## src/rtl/mem_arbiter.sv

```systemverilog
// mem_arbiter: round-robin arbiter sharing one picorv32-native slave bus between a CPU (m0) and a DMA (m1)
// Ports: clk, reset (synchronous, active-high)
//        m0_* / m1_*  : master request (valid, instr, addr, wdata, wstrb) and response (ready, rdata)
//        s_*          : shared slave request toward the address decoder and its response
//        grant        : one-hot owner, bit0 = m0, bit1 = m1, 00 = idle
//        timeout_err  : sticky flag, set when an access was completed by the timeout
// Optional: define MEM_ARBITER_TIMEOUT_EN to complete a stalled access with ERR_RDATA after
//           TIMEOUT_CYCLES owned cycles; without it the arbiter waits for s_ready indefinitely.
module mem_arbiter #(
    parameter int unsigned TIMEOUT_CYCLES = 256,
    parameter logic [31:0] ERR_RDATA      = 32'h0000_0000
) (
    input  logic        clk,
    input  logic        reset,
    input  logic        m0_valid,
    input  logic        m0_instr,
    input  logic [31:0] m0_addr,
    input  logic [31:0] m0_wdata,
    input  logic [3:0]  m0_wstrb,
    output logic        m0_ready,
    output logic [31:0] m0_rdata,
    input  logic        m1_valid,
    input  logic        m1_instr,
    input  logic [31:0] m1_addr,
    input  logic [31:0] m1_wdata,
    input  logic [3:0]  m1_wstrb,
    output logic        m1_ready,
    output logic [31:0] m1_rdata,
    output logic        s_valid,
    output logic        s_instr,
    output logic [31:0] s_addr,
    output logic [31:0] s_wdata,
    output logic [3:0]  s_wstrb,
    input  logic        s_ready,
    input  logic [31:0] s_rdata,
    output logic [1:0]  grant,
    output logic        timeout_err
);
    typedef enum logic [1:0] {IDLE = 2'b00, OWN0 = 2'b01, OWN1 = 2'b10} state_t;
    state_t state;
    logic last;
    logic own0, own1, own_valid, to;
    logic [31:0] rsp;
    // outputs are held at 0 throughout a reset cycle, even while an access is in flight
    assign own0      = state == OWN0 && !reset;
    assign own1      = state == OWN1 && !reset;
    assign own_valid = (own0 && m0_valid) || (own1 && m1_valid);
    assign grant     = {own1, own0};
    // the timeout completion cycle is answered locally, so the slave sees no request
    assign s_valid   = own_valid && !to;
    assign s_instr   = own0 ? m0_instr : own1 ? m1_instr : 1'b0;
    assign s_addr    = own0 ? m0_addr  : own1 ? m1_addr  : 32'd0;
    assign s_wdata   = own0 ? m0_wdata : own1 ? m1_wdata : 32'd0;
    assign s_wstrb   = own0 ? m0_wstrb : own1 ? m1_wstrb : 4'd0;
    assign m0_ready  = own0 && (s_ready || to);
    assign m1_ready  = own1 && (s_ready || to);
    assign rsp       = to ? ERR_RDATA : s_rdata;
    assign m0_rdata  = m0_ready ? rsp : 32'd0;
    assign m1_rdata  = m1_ready ? rsp : 32'd0;
    // last = master served by the most recent completed access; the other one wins a tie
    always_ff @(posedge clk) begin
        if (reset) begin
            state <= IDLE;
            last  <= 1'b1;
        end else begin
            case (state)
                IDLE: begin
                    if (m0_valid && (!m1_valid || last))
                        state <= OWN0;
                    else if (m1_valid)
                        state <= OWN1;
                end
                default: begin
                    if (m0_ready || m1_ready) begin
                        state <= IDLE;
                        last  <= state == OWN1;
                    end else if (!own_valid) begin
                        state <= IDLE;
                    end
                end
            endcase
        end
    end
`ifdef MEM_ARBITER_TIMEOUT_EN
    logic [15:0] cnt;
    // s_ready in the expiry cycle wins, so expiry requires it to be low
    assign to = own_valid && !s_ready && cnt == 16'(TIMEOUT_CYCLES - 1);
    always_ff @(posedge clk) begin
        if (reset) begin
            cnt         <= 16'd0;
            timeout_err <= 1'b0;
        end else begin
            cnt         <= (own0 || own1) && !s_ready ? cnt + 16'd1 : 16'd0;
            timeout_err <= timeout_err || to;
        end
    end
`else
    assign to          = 1'b0;
    assign timeout_err = 1'b0;
`endif
endmodule

```

## config.mk

```make
export PLATFORM = sky130hd
export DESIGN_NAME = mem_arbiter
export DESIGN_NICKNAME = d
export VERILOG_FILES = /design/src/rtl/mem_arbiter.sv
export SDC_FILE = /design/constraint.sdc
export NUM_CORES = 1
export LEC_CHECK = 0
export BUFFER_PORTS_ARGS = -buffer_cell sky130_fd_sc_hd__buf_2
export CORE_AREA = 3 3 121 123
export CTS_BUF_LIST = sky130_fd_sc_hd__clkbuf_4 sky130_fd_sc_hd__clkbuf_8
export DETAILED_ROUTE_END_ITERATION = 8
export DIE_AREA = 0 0 124 126
export HOLD_SLACK_MARGIN = 0.02
export PLACE_DENSITY_LB_ADDON = 0.1
export SETUP_SLACK_MARGIN = 0.3
export SLEW_MARGIN = 10
export SYNTH_ARGS = -nofsm -noshare
export SYNTH_HDL_FRONTEND = slang
export SYNTH_SLANG_ARGS = --single-unit
```

## constraint.sdc

```tcl
create_clock -name clk -period 3.6 [get_ports clk]
set_input_delay 0 -clock clk [delete_from_list [all_inputs] [get_ports clk]]
set_output_delay 0 -clock clk [all_outputs]
set_load 0.05 [all_outputs]
```

==> metrics.md, run 1 <==
| Metric | Value |
|---|---|
| Vias in the first global route | `~2.4k` |
| Final Cell Area | `roughly 3200 um^2` |
| Flops & latches, synth | `3` |
| Routability Congestion | `between 0.7 and 0.8` |
| CTS sink cnt | `3` |
| First-pass GRT wire length | `about 13000 um` |
| DP HPWL | `between 7000 and 8000 um` |
| Rel. slew slack | `~34%` |
| Place WS | `roughly 1.5 ns` |
| Final setup violation count | `0` |
| Simple-gate share of the synthesized area | `just over 30%` |
| Largest net degree at the start of global routing | `about 110` |
| Die footprint | `15600 um^2` |
| Compound-Gate Fraction of Synth Area | `roughly 47%` |
| Power Dens Cells | `between 150 and 200 nW/um^2` |
| Final core occ | `a little under a quarter` |
| Worst R2R Start | `state[1]$_SDFFE_PP0P_` |
| Fillers | `about 1.6k` |
| Reg2reg end | `last$_SDFFE_PP1P_` |
| Post-synthesis cell type count | `22` |
| Final worst setup slack | `between 1 and 1.5 ns` |
| Post-CTS Setup Inserts | `0` |
| Syn_area_per_cell | `around 8.5 um^2` |
| Clock-pin slew on the worst setup and hold paths | `0.03 ns` |
| CTS tree | `yes` |
| Post-Synth Adder-Cell Area | `0%` |
| H-tree depth | `1` |
| R2R cell count | `3` |
| Critical Path Sink Type | `output port` |
| Cell Area, Synth | `~1600 um^2` |
| Post-synthesis mux area share | `0%` |
| # port buffers | `roughly 310` |
| Family with the most delay on the worst path | `buffers and inverters` |
| Reg2reg setup slack | `2.25 ns` |
| Levels on crit path | `4` |
| Slew @ Worst Pin | `0.996 ns` |
| Commonest non-fill, non-tap cell in the layout | `buf_2` |
| Clock Tree Root | `clkbuf_8` |
| CP Launch Type | `flop` |
| Synth area leaders | `a22o_2 44%, and3_1 24%, buf_12 9.0%, dfxtp_1 3.8%, clkbuf_1 3.1%` |
| Total negative slack | `0 ns` |
| TritonRoute pass-1 iters | `4` |
| Post-synth top flop | `dfxtp_1` |
| Post-synth top area share | `between 40% and 50%` |
| Post-synth ARST share | `0%` |
| Total placed cells including tap cells | `645` |
| CP Launch Point | `state[0]$_SDFFE_PP0P_` |
| Placed Area | `between 3000 and 4000 um^2` |
| Die Y | `126 um` |
| Worst hold-check path type | `in -> reg` |
| Number of DRC markers in iteration 0 | `a little over 90` |
| Initial Util | `between 10% and 20%` |
| Most frequent cells in the layout | `312 x buf_2, 69 x a22o_2, 61 x and3_1` |
| Clk buf depth | `2` |
| IR drop worst, VDD | `about 0.16 mV` |
| Area leader, netlist | `a22o_2` |
| CP Buf/Inv Count | `2` |
| Antenna-violating nets left | `0` |
| Crit-path max FO | `approximately 100` |
| DRC | `0` |
| Top Metal Used | `met5` |
| Die X | `around 120 um` |
| Vias/cell | `roughly 4.1` |
| Fin crit share | `between 60% and 70%` |
| Clock skew | `a little over 0.0004 ns` |
| Hold Vio Cnt, Final | `0` |
| Avg WL per Cell | `~15 um` |
| Total global-route track usage | `10.6%` |
| Crit path max-delay cell type | `buf_4` |
| Initial antenna violation count | `1` |
| Mapped Nets | `358` |
| Vias | `between 2k and 3k` |
| Post-Synth XOR/XNOR Area | `0%` |
| Post-synthesis sequential area ratio | `between 3 and 4%` |
| Hold depth | `2` |
| Final nets | `between 600 and 700` |
| Non-Filler Instances | `around 650` |
| Number of synthesized flops with an enable pin | `0` |
| Post_cts resized | `0` |
| Tot Pwr | `approximately 0.53 mW` |
| Hold_buf cts | `1` |
| CP cell instances | `nor3b_4, buf_4, a22o_2, buf_2` |
| Synthesized instance count | `around 180` |
| Combinational family with the most area after synthesis | `compound AO/OA/AOI/OAI gates` |
| Grt ovf | `0` |
| Total CTS buffers | `3` |
| Row Count | `43` |
| Max-slew violations | `0` |
| Crit path time final | `2.30 ns` |
| Met2 wire length | `between 5000 and 6000 um` |
| Leakage power | `about 2.2 nW` |
| Critical Path RT | `approximately 3.6 ns` |
| Met1 wire length | `~3400 um` |
| Status | `complete, no violations` |
| FMAX | `0.436 GHz` |
| Ys Warns | `0` |
| Worst Path Class, Setup | `reg -> out` |
| Core region area | `between 10000 and 15000 um^2` |
| WL met3 | `around 1000 um` |
| Routed WL | `9930 um` |
| Max-cap violation count | `0` |
| Hold_ws | `around 0.14 ns` |
| Worst Setup EP | `s_wdata[6]` |
| CP max stage delay | `0.77 ns` |
| Worst-Skew Late Latency | `between 0.2 and 0.25 ns` |
| Layout cells sized above 1 | `between 80% and 90%` |
| RSZ-0062 raised after global routing | `no` |
| CP arrival | `about 2.3 ns` |
| P&R area growth vs syn | `102%` |
| # IOs | `roughly 310` |
[cells by family after synthesis]
family          count (synthesis)
buf+inv                        33
flops                           3
other cells                     1
simple gates                   73
compound gates                 73
[state kept, by name (all words and copies together) (netlist names)]
signal,count
state,2
last,1
[area by class of cell]
class	instances	area (um^2)	area share, %
antenna	1	2.50	0.0793
clock buffer	4	48.8	1.55
inverter	1	3.75	0.119
multi-input combinational	147	1210	38.5
sequential	3	60.1	1.90
tap	180	225	7.14
timing repair buffer	315	1600	50.7
[cell usage after synthesis, types with 2 or more instances]
cell type	n
and3_1	61
nand2_1	2
buf_2	5
nor3b_4	2
buf_4	3
buf_6	3
dfxtp_1	3
a22o_2	69
buf_12	7
nor2_1	2
clkbuf_1	13
and3_2	3
[per-layer routing]
metal / GRT usage (%) / vias up
met2: 22.7 / 154
met3: 1.98 / 4
met5: 0 / -
met4: 0.773 / 2
met1: 10.7 / 1214
li1: - / 1309
[power breakdown]
group | internal, mW | switching, mW | leakage [nW] | total [mW]
logic | 0.137 | 0.254 | 2.16 | 0.391
clock network | 0.0829 | 0.0210 | 0.0262 | 0.104
registers | 0.0353 | 0.00300 | 0.0246 | 0.0383
total | 0.255 | 0.278 | 2.21 | 0.533
[worst min path at each step]
stage | start | endpoint | slack (ns)
after CTS | reset | last$_SDFFE_PP1P_ | 0.13
after floorplan | m1_valid | state[0]$_SDFFE_PP0P_ | 0.1
final | reset | last$_SDFFE_PP1P_ | 0.14
after detailed placement | m1_valid | state[0]$_SDFFE_PP0P_ | 0.24
after global routing | reset | last$_SDFFE_PP1P_ | 0.16
after global placement | m1_valid | state[0]$_SDFFE_PP0P_ | 0.24
(Power assumes the default switching activity.)
==> run 2, diff against run 1 <==
- ABC_AREA: default -> 1
- CORE_AREA: 3 3 121 123 -> 3 3 120 122
- DIE_AREA: 0 0 124 126 -> 0 0 123 125
- clock period: 3.6 -> 1.9 ns (I/O delays scaled with it)
==> run 2 against run 1 <==
  * Hold slack got worse by 0.093 ns
  * Clock skew barely moved
  * Non-clock buffer count rose by 15
  * Global-route usage rose by 1.6 points
  * Clock power rose by 90%
  * Setup slack got worse by 0.94 ns
  * Total power rose to 2.6 times the previous value
  * Synthesized cell count rose by 21%
  * Clock-buffer cell count did not move
  * Utilization rose by 3.5 points
  * First-iteration DRC count fell by 34%
  * Largest power group unchanged
  * Cell area rose by 11%
  * Highest routed layer unchanged
==> metrics.md, run 2 <==
| Metric | Value |
|---|---|
| Post-synthesis sequential area ratio | `4.38% (was 3.84%)` |
| Worst hold path startpoint | `m1_valid (was reset)` |
| Total CTS buffers | `3 (unchanged)` |
| Vias | `2805 (was 2683)` |
| Die footprint | `15400 um^2 (was 15600 um^2)` |
| Biggest register | `state (unchanged)` |
| # port buffers | `312 (unchanged)` |
| Power Dens Cells | `398 nW/um^2 (was 169 nW/um^2)` |
| Row Count | `42 (was 43)` |
| Most frequent cells in the layout | `265 x buf_2, 68 x a22o_1, 65 x nor2_1, 42 x buf_4, 37 x inv_1 (was 312 x buf_2, 69 x a22o_2, 61 x and3_1)` |
| Post-synth top flop | `dfxtp_1 (unchanged)` |
| First-pass GRT wire length | `15000 um (was 13200 um)` |
| Reg2reg setup slack | `0.70 ns (was 2.25 ns)` |
| Initial antenna violation count | `1 (unchanged)` |
| Commonest non-fill, non-tap cell in the layout | `buf_2 (unchanged)` |
| Non-Filler Instances | `710 (was 651)` |
| Ys Warns | `0 (unchanged)` |
| GRT met1 Usage | `12.0% (was 10.7%)` |
| IR drop worst, VDD | `0.205 mV (was 0.158 mV)` |
| Die Y | `125 um (was 126 um)` |
| Final nets | `710 (was 646)` |
| Met3 usage | `3.16% (was 1.98%)` |
| Most frequent cell after synthesis | `a22o_1 (was a22o_2)` |
| CTS sink cnt | `3 (unchanged)` |
| Leakage power | `2.31 nW (was 2.21 nW)` |
| Worst R2R Start | `state[0]$_SDFFE_PP0P_ (was state[1]$_SDFFE_PP0P_)` |
| Post-synthesis cell type count | `18 (was 22)` |
| Placed Area | `3080 um^2 (was 3090 um^2)` |
| P&R area growth vs syn | `156% (was 102%)` |
| Sink of the worst hold path | `state[1]$_SDFFE_PP0P_ (was last$_SDFFE_PP1P_)` |
| Hold depth | `3 (was 2)` |
| # diodes | `0 (was 1)` |
| Gr busiest metal | `met2 (unchanged)` |
| Max-slew violations | `0 (unchanged)` |
| Reg2reg end | `state[1]$_SDFFE_PP0P_ (was last$_SDFFE_PP1P_)` |
| R2R cell count | `8 (was 3)` |
| DRC | `0 (unchanged)` |
| CP max stage delay | `0.35 ns (was 0.77 ns)` |
| Antenna-violating nets left | `0 (unchanged)` |
| Number of DRC markers in iteration 0 | `61 (was 92)` |
| Post-synth ARST share | `0% (unchanged)` |
| Worst-Skew Late Latency | `0.21 ns (about the same)` |
| Critical Path Sink Type | `output port (unchanged)` |
| Hold Vio Cnt, Final | `0 (unchanged)` |
| CP Launch Type | `flop (unchanged)` |
| Post-Synth Adder-Cell Area | `0% (unchanged)` |
| Initial Util | `10.3% (was 11.3%)` |
| Area leader, netlist | `a22o_1 (was a22o_2)` |
| Grt ovf | `0 (unchanged)` |
| Most frequent cells after synthesis | `69 x a22o_1, 65 x nor2_1, 37 x inv_1 (was 69 x a22o_2, 61 x and3_1, 13 x clkbuf_1)` |
| Number of synthesized flops with an enable pin | `0 (unchanged)` |
| Final core occ | `26.4% (was 22.9%)` |
| Routed WL | `11400 um (was 9930 um)` |
| H-tree depth | `1 (unchanged)` |
| Status | `complete, no violations (unchanged)` |
| Largest net degree at the start of global routing | `38 (was 105)` |
| Syn_area_per_cell | `6.18 um^2 (was 8.54 um^2)` |
| Total placed cells including tap cells | `694 (was 645)` |
| Layout cells sized above 1 | `65.2% (was 83.6%)` |
| Clk buf depth | `2 (unchanged)` |
| Post-Synth XOR/XNOR Area | `0% (unchanged)` |
| Family with the most delay on the worst path | `buffers and inverters (unchanged)` |
| Simple-gate share of the synthesized area | `24.8% (was 30.8%)` |
| Mapped Nets | `397 (was 358)` |
| Crit path time final | `approximately 1.5 ns` |
| Cell Area, Synth | `1370 um^2 (was 1560 um^2)` |
| Combinational family with the most area after synthesis | `compound AO/OA/AOI/OAI gates (unchanged)` |
| Clock Tree Root | `clkbuf_8 (unchanged)` |
| Post-synthesis mux area share | `0% (unchanged)` |
| Worst Path Class, Setup | `reg -> out (unchanged)` |
| Max reg flops | `2 (unchanged)` |
| Final setup violation count | `0 (unchanged)` |
| Hold_buf cts | `0 (was 1)` |
| Total global-route track usage | `12.3% (was 10.6%)` |
| Flops & latches, synth | `3 (unchanged)` |
| CP Launch Point | `state[1]$_SDFFE_PP0P_ (was state[0]$_SDFFE_PP0P_)` |
| # IOs | `314 (unchanged)` |
| DP HPWL | `8980 um (was 7980 um)` |
| Compound-Gate Fraction of Synth Area | `45.5% (was 46.7%)` |
| Critical Path RT | `1.90 ns (was 3.60 ns)` |
| Worst hold-check path type | `in -> reg (unchanged)` |
| CTS tree | `yes (unchanged)` |
| Largest regs | `state: 2 flops, last: 1 flops (unchanged)` |
| Met2 usage | `25.7% (was 22.7%)` |
| Routability Congestion | `0.798 (was 0.775)` |
| Clock skew | `0.000588 ns (was 0.000415 ns)` |
| CP cell instances | `inv_2, nand3_2, inv_6, clkbuf_16, a22o_1, buf_2 (was nor3b_4, buf_4, a22o_2, buf_2)` |
| Crit-path max FO | `17 (was 103)` |
| Die X | `123 um (was 124 um)` |
| Post-synth top area share | `44.0% (was 44.2%)` |
| RSZ-0062 raised after global routing | `yes (was no)` |
| Synth area leaders | `a22o_1 44%, nor2_1 18%, inv_1 10%, buf_6 5.7%, buf_4 5.5% (was a22o_2 44%, and3_1 24%, buf_12 9.0%, dfxtp_1 3.8%, clkbuf_1 3.1%)` |
| Fin crit share | `between 80% and 90%` |
| Vias in the first global route | `2710 (was 2446)` |
| Total negative slack | `0 ns (unchanged)` |
| CP arrival | `1.54 ns (was 2.30 ns)` |
| Clock-pin slew on the worst setup and hold paths | `0.03 ns (about the same)` |
| Crit path max-delay cell type | `dfxtp_2 (was buf_4)` |
| TritonRoute pass-1 iters | `4 (unchanged)` |
| Max-cap violation count | `0 (unchanged)` |
| Vias/cell | `3.95 (was 4.12)` |
| CP Buf/Inv Count | `4 (was 2)` |
| Avg WL per Cell | `16.0 um (was 15.2 um)` |
| Tot Pwr | `1.40 mW (was 0.533 mW)` |
| Final Cell Area | `3510 um^2 (was 3150 um^2)` |
| FMAX | `around 0.65 GHz` |
| Synthesized instance count | `222 (was 183)` |
| Core region area | `13300 um^2 (was 13800 um^2)` |
==> run 2: cell types whose count changed after synthesis, sizes merged, moves of 2 or more <==
cell    delta
and3      -64
buf        +5
clkbuf    -14
inv       +41
nand2      +7
nand3      +3
nand4      +4
nor2      +63
nor3b      -2
==> run 2: layer usage <==
layer	vias up	wire length (um)
met2	168	6210
li1	1380	-
met3	4	1320
met1	1251	3760
met5	-	13
met4	2	57
==> run 2: where the power goes <==
part	total [mW]	switching [mW]	internal, mW
Combinational	1.12	0.729	0.392
Clock	0.198	0.0408	0.157
Sequential	0.0793	0.00929	0.0701
Total	1.40	0.779	0.619
==> run 2: tightest hold or removal path, stage by stage <==
cell	delay, ns
buf_2	0.09
nand3_1	0.07
nand2_1	0.06
==> run 2: final cells by class <==
class / instances / area [um^2]
clock buffer: 4 / 48.8
fill: 1522 / 9790
inverter: 42 / 175
multi-input combinational: 154 / 1010
sequential: 3 / 65.1
tap: 176 / 220
timing repair buffer: 330 / 1990
timing repair inverter: 1 / 6.26
==> run 2: repair_timing <==
item / in CTS / in global routing
endpoints found under the setup margin: 98 / 99
buffers inserted: 0 / 7
gates cloned: 2 / 3
gates resized for setup: 51 / 19
==> run 2: kinds of logic (layout without fill, tap and decap cells) <==
family          after synthesis  count (layout)
compound gates               72              72
buf+inv                      65             377
flops                         3               3
other cells                   1               1
simple gates                 81              81
==> run 2: worst max path at each step <==
stage / to / slack (ns) / cells past startpoint
floorplan: m1_rdata[19] / 0.47 / 4
global placement: s_addr[21] / 0.36 / 6
detailed placement: s_addr[11] / 0.30 / 6
CTS: s_addr[11] / 0.28 / 6
global route: s_addr[11] / 0.30 / 6
finish: s_wdata[2] / 0.36 / 6
==> run 2: metrics by stage <==
step | hold WS [ns] | setup slack, ns
final | 0.0454 | 0.364
after global placement | 0.271 | 0.355
after floorplan | 0.141 | 0.469
after global routing | 0.0567 | 0.297
after CTS | 0.0415 | 0.279
after detailed placement | 0.263 | 0.302
==> run 3, diff against run 2 <==
- ABC_AREA: 1 -> 0
- CORE_AREA: 3 3 120 122 -> 3 3 122 124
- DIE_AREA: 0 0 123 125 -> 0 0 125 127
- clock period: 1.9 -> 1.6 ns (I/O delays scaled with it)
==> run 3 against run 2 <==
  * Combinational power increased by 15%
  * Cell count fell by 3.4%
  * Critical path depth unchanged
  * Wire length rose by 8.1%
  * Global-route usage is 0.38 points higher
  * Largest power group unchanged
  * Flip-flop and latch count unchanged
==> metrics.md, run 3 (synthesized netlist as in run 1, its figures left out) <==
| Metric | Value |
|---|---|
| Worst hold path startpoint | `s_ready (was m1_valid)` |
| Vias | `3001 (was 2805)` |
| Avg WL per Cell | `17.9 um (was 16.0 um)` |
| Worst hold-check path type | `in -> reg (unchanged)` |
| Final core occ | `37.8% (was 26.4%)` |
| Worst-Skew Late Latency | `0.22 ns (was 0.21 ns)` |
| Fillers | `1366 (was 1522)` |
| Most frequent cells in the layout | `176 x buf_2, 89 x buf_6, 56 x buf_8, 49 x a22o_2, 40 x and3_2 (was 265 x buf_2, 68 x a22o_1, 65 x nor2_1, 42 x buf_4, 37 x inv_1)` |
| Fin crit share | `96.2%` |
| Hold_ws | `0.0492 ns (was 0.0454 ns)` |
| IR drop worst, VDD | `0.153 mV (was 0.205 mV)` |
| Max-cap violation count | `0 (unchanged)` |
| DRC | `0 (unchanged)` |
| Largest regs | `state: 2 flops, last: 1 flops (unchanged)` |
| Initial Util | `11.3% (was 10.3%)` |
| Clock Tree Root | `clkbuf_8 (unchanged)` |
| TritonRoute pass-1 iters | `4 (unchanged)` |
| Routability Congestion | `0.878 (was 0.798)` |
| CP cell instances | `nor3b_4, buf_6, clkbuf_16, clkbuf_16, a22o_4, buf_8 (was inv_2, nand3_2, inv_6, clkbuf_16, a22o_1, buf_2)` |
| Crit-path max FO | `6 (was 17)` |
| Die Y | `127 um (was 125 um)` |
| CP Launch Point | `state[0]$_SDFFE_PP0P_ (was state[1]$_SDFFE_PP0P_)` |
| Vias/cell | `4.37 (was 3.95)` |
| DP HPWL | `8080 um (was 8980 um)` |
| CP arrival | `1.54 ns (about the same)` |
| CP Launch Type | `flop (unchanged)` |
| Final nets | `682 (was 710)` |
| Clk buf depth | `2 (unchanged)` |
| Leakage power | `2.73 nW (was 2.31 nW)` |
| Layout cells sized above 1 | `97.6% (was 65.2%)` |
| Crit path time final | `1.54 ns` |
| Max-slew violations | `0 (unchanged)` |
| RSZ-0062 raised after global routing | `yes (unchanged)` |
| Family with the most delay on the worst path | `buffers and inverters (unchanged)` |
| CTS tree | `yes (unchanged)` |
| Worst Path Class, Setup | `reg -> out (unchanged)` |
| Largest net degree at the start of global routing | `37 (was 38)` |
| H-tree depth | `1 (unchanged)` |
| Reg2reg setup slack | `0.18 ns (was 0.70 ns)` |
| Total negative slack | `0 ns (unchanged)` |
| Crit path max-delay cell type | `dfxtp_4 (was dfxtp_2)` |
| Critical Path RT | `1.60 ns (was 1.90 ns)` |
| Initial antenna violation count | `0 (was 1)` |
| # IOs | `314 (unchanged)` |
| Die X | `125 um (was 123 um)` |
| Core region area | `13900 um^2 (was 13300 um^2)` |
| Vias in the first global route | `3232 (was 2710)` |
| Row Count | `43 (was 42)` |
| Routed WL | `12300 um (was 11400 um)` |
| Final setup violation count | `0 (unchanged)` |
| Clock-pin slew on the worst setup and hold paths | `0.03 ns (about the same)` |
| Status | `complete, no violations (unchanged)` |
| CP dominant cell by count | `clkbuf_16` |
| Hold Vio Cnt, Final | `0 (unchanged)` |
| Die footprint | `15900 um^2 (was 15400 um^2)` |
| Clock skew | `0.00102 ns (was 0.000588 ns)` |
| Commonest non-fill, non-tap cell in the layout | `buf_2 (unchanged)` |
| Max reg flops | `2 (unchanged)` |
| Grt ovf | `0 (unchanged)` |
| CTS sink cnt | `3 (unchanged)` |
| Total CTS buffers | `3 (unchanged)` |
| FMAX | `0.650 GHz` |
| # port buffers | `312 (unchanged)` |
| CP Buf/Inv Count | `4 (unchanged)` |
| P&R area growth vs syn | `235% (was 156%)` |
| Power Dens Cells | `306 nW/um^2 (was 398 nW/um^2)` |
| Total global-route track usage | `12.7% (was 12.3%)` |
| # diodes | `0 (unchanged)` |
| First-pass GRT wire length | `16700 um (was 15000 um)` |
| Number of DRC markers in iteration 0 | `54 (was 61)` |
| Biggest register | `state (unchanged)` |
| Critical Path Sink Type | `output port (unchanged)` |
| CP max stage delay | `0.34 ns (was 0.35 ns)` |
| Antenna-violating nets left | `0 (unchanged)` |
| Worst R2R Start | `state[1]$_SDFFE_PP0P_ (was state[0]$_SDFFE_PP0P_)` |
==> run 3: changes by cell type in the layout (fill, tap and decap cells not counted), sizes merged, moves of 2 or more <==
cell | before | now
and3 | 0 | 64
nand4 | 4 | 0
nand2 | 9 | 2
inv | 42 | 1
nand3 | 3 | 0
nor3b | 0 | 2
buf | 320 | 341
nor2 | 65 | 2
==> run 3: report_power, final <==
part | switching (mW) | internal [mW] | leakage (nW)
logic | 0.680 | 0.607 | 2.68
registers | 0.00445 | 0.0783 | 0.0260
clock network | 0.0500 | 0.187 | 0.0262
==> run 3: area by class of cell <==
cell class | instances | area, um^2 | share of cell area [%]
Inverter | 1 | 3.75 | 0.0716
Sequential cell | 3 | 67.6 | 1.29
Multi-Input combinational cell | 147 | 1550 | 29.5
Tap cell | 180 | 225 | 4.30
Clock buffer | 4 | 48.8 | 0.931
Timing Repair Buffer | 351 | 3350 | 63.9
==> run 3: path summary, 6_finish.rpt <==
check,end,cells past startpoint
min,state[0]$_SDFFE_PP0P_,2
max,s_wdata[27],6
max reg2reg,last$_SDFFE_PP1P_,5
min reg2reg,last$_SDFFE_PP1P_,1
==> run 3: layer usage <==
| metal | global-route usage [%] | part of all wire (%) | vias to the layer above | wire (um) |
|---|---|---|---|---|
| met5 | 0 | 0 | - | 0 |
| li1 | - | - | 1395 | - |
| met4 | 2.49 | 1.3 | 0 | 157 |
| met2 | 27.1 | 57 | 200 | 7060 |
| met1 | 11.8 | 33 | 1393 | 4000 |
| met3 | 3.47 | 8.7 | 13 | 1070 |
==> run 3: through the flow <==
stage	instances	worst slack (ns)	instance area (um^2)	total power, mW
final	686	0.0613	5240	1.61
after global routing	686	0.000824	5240	1.68
after CTS	670	0.0412	4610	1.47
after detailed placement	656	0.121	3360	1.01
after global placement	656	0.135	3360	1.02
after floorplan	183	0.232	1650	0.669
==> run 3: what timing repair did <==
item | 4_1_cts | 5_1_grt
endpoints found under the setup margin | 136 | 136
hold endpoints to repair | 1 | 0
hold buffers | 1 | 0
setup buffers | 5 | 4
cloned | 4 | 12
pin swaps | 12 | 14
resized for setup | 320 | 71
